--- config.mk ---
export PLATFORM = sky130hd
export DESIGN_NAME = sync_fifo_param
export DESIGN_NICKNAME = d
export VERILOG_FILES = /design/src/rtl/fifo_pkg.sv /design/src/rtl/fifo_ram.sv /design/src/rtl/sync_fifo_param.sv
export SDC_FILE = /design/constraint.sdc
export NUM_CORES = 1
export LEC_CHECK = 0
export CAP_MARGIN = 0
export CORE_MARGIN = 3
export CORE_UTILIZATION = 56
export CTS_BUF_LIST = sky130_fd_sc_hd__clkbuf_8
export DETAILED_ROUTE_END_ITERATION = 16
export GPL_ROUTABILITY_DRIVEN = 0
export PLACE_DENSITY = 0.81
export SKIP_LAST_GASP = 1
export SLEW_MARGIN = 0
export SYNTH_ARGS = -nofsm -noshare
export SYNTH_HDL_FRONTEND = slang
export SYNTH_SLANG_ARGS = --single-unit
export TNS_END_PERCENT = 1
--- constraint.sdc ---
create_clock -name clk -period 2.6 [get_ports clk]
set_clock_uncertainty 0.15 [all_clocks]
set_input_delay 0.52 -clock clk [delete_from_list [all_inputs] [get_ports clk]]
set_output_delay 0.52 -clock clk [all_outputs]
set_load 0.02 [all_outputs]
--- src/rtl/fifo_pkg.sv ---
// Shared defaults and width helpers for the synchronous FIFO family.
// Latency: n/a (compile-time constants and functions only).
// Backpressure: n/a.
package fifo_pkg;

  localparam int DEF_WIDTH = 8;
  localparam int DEF_DEPTH = 16;

  // Pointer width: one extra bit beyond the address so full and empty wraps differ.
  function automatic int ptr_w(input int depth);
    return $clog2(depth) + 1;
  endfunction

  // Occupancy counter width: must hold the value DEPTH itself.
  function automatic int cnt_w(input int depth);
    return $clog2(depth) + 1;
  endfunction

endpackage

--- src/rtl/fifo_ram.sv ---
// Storage array for the FIFO: one synchronous write port, one asynchronous read port.
// Latency: write lands on the clock edge; read data follows the read address combinationally.
// Backpressure: none; the controller only issues accepted writes.
module fifo_ram #(
  parameter int WIDTH = 8,
  parameter int DEPTH = 16,
  parameter int AW    = $clog2(DEPTH)
) (
  input  logic             clk,
  input  logic             i_we,
  input  logic [AW-1:0]    i_waddr,
  input  logic [WIDTH-1:0] i_wdata,
  input  logic [AW-1:0]    i_raddr,
  output logic [WIDTH-1:0] o_rdata
);

  logic [WIDTH-1:0] r_mem [DEPTH];

  // Contents are deliberately left unreset; stale words are never exposed once pointers clear.
  always_ff @(posedge clk) begin
    if (i_we) begin
      r_mem[i_waddr] <= i_wdata;
    end
  end

  assign o_rdata = r_mem[i_raddr];

endmodule

--- src/rtl/sync_fifo_param.sv ---
// Single-clock parameterised FIFO with registered status flags and optional first-word-fall-through.
// Latency: 1 cycle write-to-read-visible; FWFT=0 rdata one cycle after read, FWFT=1 head shown directly.
// Backpressure: writes dropped while full (overflow pulse), reads ignored while empty (underflow pulse).
module sync_fifo_param
  import fifo_pkg::*;
#(
  parameter int WIDTH     = DEF_WIDTH,
  parameter int DEPTH     = DEF_DEPTH,
  parameter int AFULL_TH  = DEPTH - 2,
  parameter int AEMPTY_TH = 2,
  parameter int FWFT      = 0
) (
  input  logic                      clk,
  input  logic                      rst,
  input  logic                      wr_en,
  input  logic [WIDTH-1:0]          wdata,
  input  logic                      rd_en,
  output logic [WIDTH-1:0]          rdata,
  output logic                      full,
  output logic                      empty,
  output logic                      almost_full,
  output logic                      almost_empty,
  output logic                      overflow,
  output logic                      underflow,
  output logic [cnt_w(DEPTH)-1:0]   count
);

  localparam int AW = $clog2(DEPTH);
  localparam int PW = ptr_w(DEPTH);
  localparam int CW = cnt_w(DEPTH);

  localparam logic [CW-1:0] L_DEPTH  = CW'(DEPTH);
  localparam logic [CW-1:0] L_AFULL  = CW'(AFULL_TH);
  localparam logic [CW-1:0] L_AEMPTY = CW'(AEMPTY_TH);

  // Reject illegal configurations at elaboration.
  if (WIDTH < 1) begin : g_chk_width
    $error("sync_fifo_param: WIDTH must be >= 1");
  end
  if (DEPTH < 4 || (DEPTH & (DEPTH - 1)) != 0) begin : g_chk_depth
    $error("sync_fifo_param: DEPTH must be a power of two >= 4");
  end
  if (AFULL_TH < 0 || AFULL_TH > DEPTH) begin : g_chk_afull
    $error("sync_fifo_param: AFULL_TH outside 0..DEPTH");
  end
  if (AEMPTY_TH < 0 || AEMPTY_TH > DEPTH) begin : g_chk_aempty
    $error("sync_fifo_param: AEMPTY_TH outside 0..DEPTH");
  end

  logic [PW-1:0]    r_wr_ptr, r_rd_ptr;
  logic [CW-1:0]    r_count;
  logic             r_full, r_empty, r_afull, r_aempty;
  logic             r_overflow, r_underflow;
  logic [WIDTH-1:0] r_rdata;

  logic             w_wr_acc, w_rd_acc, w_bypass;
  logic [PW-1:0]    w_wr_ptr_nxt, w_rd_ptr_nxt;
  logic [CW-1:0]    w_count_nxt;
  logic [AW-1:0]    w_raddr;
  logic [WIDTH-1:0] w_ram_rdata;

  assign w_wr_acc     = wr_en && !r_full;
  assign w_rd_acc     = rd_en && !r_empty;
  assign w_wr_ptr_nxt = r_wr_ptr + {{(PW-1){1'b0}}, w_wr_acc};
  assign w_rd_ptr_nxt = r_rd_ptr + {{(PW-1){1'b0}}, w_rd_acc};

  // In FWFT mode the word being written may itself become the next head; forward it.
  assign w_bypass = w_wr_acc && (w_rd_ptr_nxt == r_wr_ptr);
  // FWFT looks ahead to the post-edge head; registered mode reads the current head.
  assign w_raddr  = (FWFT != 0) ? w_rd_ptr_nxt[AW-1:0] : r_rd_ptr[AW-1:0];

  // Next occupancy: simultaneous accepted read and write cancel out.
  always_comb begin
    w_count_nxt = r_count;
    case ({w_wr_acc, w_rd_acc})
      2'b10:   w_count_nxt = r_count + {{(CW-1){1'b0}}, 1'b1};
      2'b01:   w_count_nxt = r_count - {{(CW-1){1'b0}}, 1'b1};
      default: w_count_nxt = r_count;
    endcase
  end

  fifo_ram #(
    .WIDTH (WIDTH),
    .DEPTH (DEPTH),
    .AW    (AW)
  ) u_ram (
    .clk     (clk),
    .i_we    (w_wr_acc),
    .i_waddr (r_wr_ptr[AW-1:0]),
    .i_wdata (wdata),
    .i_raddr (w_raddr),
    .o_rdata (w_ram_rdata)
  );

  // Pointers, count and flags; flags are computed from the next count so they never lag.
  always_ff @(posedge clk or posedge rst) begin
    if (rst) begin
      r_wr_ptr    <= '0;
      r_rd_ptr    <= '0;
      r_count     <= '0;
      r_full      <= 1'b0;
      r_empty     <= 1'b1;
      r_afull     <= 1'b0;
      r_aempty    <= 1'b1;
      r_overflow  <= 1'b0;
      r_underflow <= 1'b0;
    end else begin
      r_wr_ptr    <= w_wr_ptr_nxt;
      r_rd_ptr    <= w_rd_ptr_nxt;
      r_count     <= w_count_nxt;
      r_full      <= (w_count_nxt == L_DEPTH);
      r_empty     <= (w_count_nxt == '0);
      r_afull     <= (w_count_nxt >= L_AFULL);
      r_aempty    <= (w_count_nxt <= L_AEMPTY);
      r_overflow  <= wr_en && r_full;
      r_underflow <= rd_en && r_empty;
    end
  end

  // Output data register: tracks the head in FWFT mode, otherwise loads only on an accepted read.
  always_ff @(posedge clk or posedge rst) begin
    if (rst) begin
      r_rdata <= '0;
    end else if (FWFT != 0) begin
      r_rdata <= w_bypass ? wdata : w_ram_rdata;
    end else if (w_rd_acc) begin
      r_rdata <= w_ram_rdata;
    end
  end

  assign rdata        = r_rdata;
  assign full         = r_full;
  assign empty        = r_empty;
  assign almost_full  = r_afull;
  assign almost_empty = r_aempty;
  assign overflow     = r_overflow;
  assign underflow    = r_underflow;
  assign count        = r_count;

endmodule

==> run_results.csv <==
group,metric,value,unit
critical_path,critPathLaunchType,"flop",
clock_network,clk_path_buf_depth,2,
logic_synthesis,synth_nets,337,
logic_synthesis,synth-edff-count,128,
final_layout,final_util,70.1,%
sta,worst_pin_slew,0.620,ns
clock_network,cts_buffers,17,
logic_synthesis,synth_cell_type_count,45,
sta,whs,0.211,ns
min_path,hold_class,"primary input to flop",
final_layout,finalNonFillerCells,536,
logic_synthesis,ys_warn_count,0,
floorplan,die_y,111,um
clock_network,cts_sinks,155,
floorplan,die_area,12300,um^2
sta,max-slew-margin-rel,58.5,%
route,routed_wl,12.2,mm
sta,final_hold_viol_count,0,
sta,max_freq,393,MHz
logic_synthesis,synth_seq_area_share,73.2,%
placement,post_dp_cell_area,6860,um^2
outcome,status,"finished clean",
logic_synthesis,async_reset_ff_share,17.4,%
placement,hpwlAfterDp,7.77,mm
sta,postLayoutSetupSlackWorst,0.0584,ns
job,maxCapViolations,0,
critical_path,crit_fanout,4,
floorplan,start_util,58.8,%
logic_synthesis,avgSynthCellArea,19.4,um^2
global_route,grt_max_degree,34,
final_layout,area_delta_synth_final,19.2,%
sta,finalCriticalPeriod,2.54,ns
clock_network,htree_levels,4,
clock_network,clkTransAtPathRegs,0.08,ns
route,vias,3257,
final_layout,fillCellCount,625,
placement,portBuffers,30,
clock_network,holdBufCountCts,0,
sta,setup_tns,0,ns
pwr,ir_drop,690,uV
logic_synthesis,synth_top_cell_by_area,"edfxtp_1",
route,dr.first_iter.drc_count,292,
global_route,overflow,0,
floorplan,pin_count,31,
logic_synthesis,synthFlopType,"edfxtp_1",
clock_network,cts_tree,"done",
pwr,p_leak,2.57,nW
final_layout,diodes,0,
clock_network,root_buffer,"clkbuf_8",
global_route,grt_pass1_wl,19.4,mm
final_layout,layout-drive-gt1-share,30.8,%
floorplan,row_count,37,
floorplan,die_w,111,um
logic_synthesis,synth_top_cell_area_share,62.2,%
route,detail-route-antenna-nets,0,
critical_path,worst-setup-path-type,"flop to flop",
global_route,antenna_found_initial,0,
route,drt_pass1_iterations,5,
pwr,power_density,1130,nW/um^2
route,remaining_drc_errors,0,
critical_path,worst_ep_required_time,2.77,ns
logic_synthesis,synthesis.area,6180,um^2
final_layout,fin_nets,405,
floorplan,fp.coreArea,10500,um^2
clock_network,clock_latency,0.43,ns
critical_path,worstPathArrival,2.71,ns
logic_synthesis,netlist_instances,319,
sta,setup-violations-final,0,
route,wire_per_inst,22.8,um
sta,period_share,97.8,%
placement,dp_slack,-0.643,ns
pwr,fin_total_pwr,8.36,mW
placement,dp.cells,504,
global_route,grt_pass1_vias,3399,
global_route,grt_use_total,21.3,%
critical_path,endpoint_kind,"flop",
final_layout,final_cell_area,7370,um^2
sta,finalMaxSlewViolations,0,
logic_synthesis,synthTopCellsByArea,"edfxtp_1, dfrtp_1, mux4_2, mux4_1, mux2_2",
logic_synthesis,synth.ff_latch_count,155,
route,viasPerCell,6.08,
-- power by group --
group	internal [mW]	switching (mW)
logic	1.50	1.52
clock network	1.04	0.856
registers	3.13	0.319
total	5.67	2.69
-- layer usage --
layer	routed length (um)	vias to the layer above	track usage, %	share of wire [%]
met5	0	-	0	0
li1	-	1426	-	-
met3	744	22	6.06	6.1
met2	6200	138	33.9	51
met4	306	0	9.98	2.5
met1	4990	1671	27.3	41
-- what timing repair did --
item                       CTS  global route
pin swaps                    0             2
buffers inserted             0             0
setup endpoints to repair    4             4
cloned                       0             0
gates resized for setup      3            13
-- worst paths after layout --
path                           endpoint  startpoint  slack [ns]  cells past startpoint
max                         almost_full       empty        0.06                      8
min                            overflow       wr_en        0.21                      2
max reg2reg                 almost_full       empty        0.06                      8
min reg2reg                    rdata[6]    rdata[6]        0.40                      2
max in group asynchronous  almost_empty         rst        1.69                      3
min in group asynchronous      overflow         rst        0.30                      3
-- synthesized netlist by cell type, types with 2 or more instances --
library cell / count
edfxtp_1: 128
dfrtp_1: 25
mux4_2: 25
nor2_1: 14
nor3_1: 12
mux2_2: 9
mux2i_1: 8
clkbuf_1: 7
mux4_1: 7
nand2_1: 7
a221o_1: 6
ha_1: 6
nand3_1: 5
and2_1: 4
buf_1: 4
buf_2: 4
xnor2_1: 4
xor2_1: 4
inv_1: 3
nand2b_1: 3
o21ai_0: 3
or2_2: 3
dfstp_2: 2
nand4_1: 2
nor2b_1: 2
nor4_1: 2
o311ai_0: 2
-- worst max-delay path, stage by stage, from the launching register on --
cell and delay (ns):
dfstp_2 0.56, nand2b_4 0.16, inv_1 0.06, ha_1 0.31, or4_4 0.53, o32ai_4 0.16, xnor2_2 0.16, inv_1 0.12
a31o_2 0.23
-- layout by cell type, fill, tap and decap left out, types with 7 or more instances in the layout --
| cell | instances |
|---|---|
| clkbuf_8 | 17 |
| clkdlybuf4s50_1 | 29 |
| mux4_2 | 25 |
| edfxtp_1 | 128 |
| dfrtp_1 | 24 |
| mux2i_1 | 8 |
| nor2_1 | 13 |
| nor3_1 | 11 |
| buf_4 | 37 |
| nand2_1 | 7 |
| mux4_1 | 7 |
| mux2_2 | 9 |
-- state kept, by name, summed over array words and instances (netlist names) --
name	count
empty	1
underflow	1
r_wr_ptr	4
overflow	1
rdata	8
u_ram.r_mem	128
r_rd_ptr	4
almost_full	1
almost_empty	1
full	1
count	5
-- area by class of cell --
cell class                 instances  area (um^2)  share of cell area (%)
tap                              136          170                    2.31
clock buffer                      17          234                    3.18
sequential                       155         4520                    61.4
multi-input combinational        141         1630                    22.1
inverter                           4         15.0                   0.204
clock inverter                    15          198                    2.68
timing repair buffer              68          601                    8.15
-- kinds of logic after synthesis --
kind of cell / share of synthesized area (%)
fa+ha+maj: 1.21
xor+xnor: 1.13
flops: 73.2
mux: 15.0
buf+inv: 1.94
compound gates: 2.90
simple gates: 4.62
No activity file was read; power rests on OpenSTA's default activity.
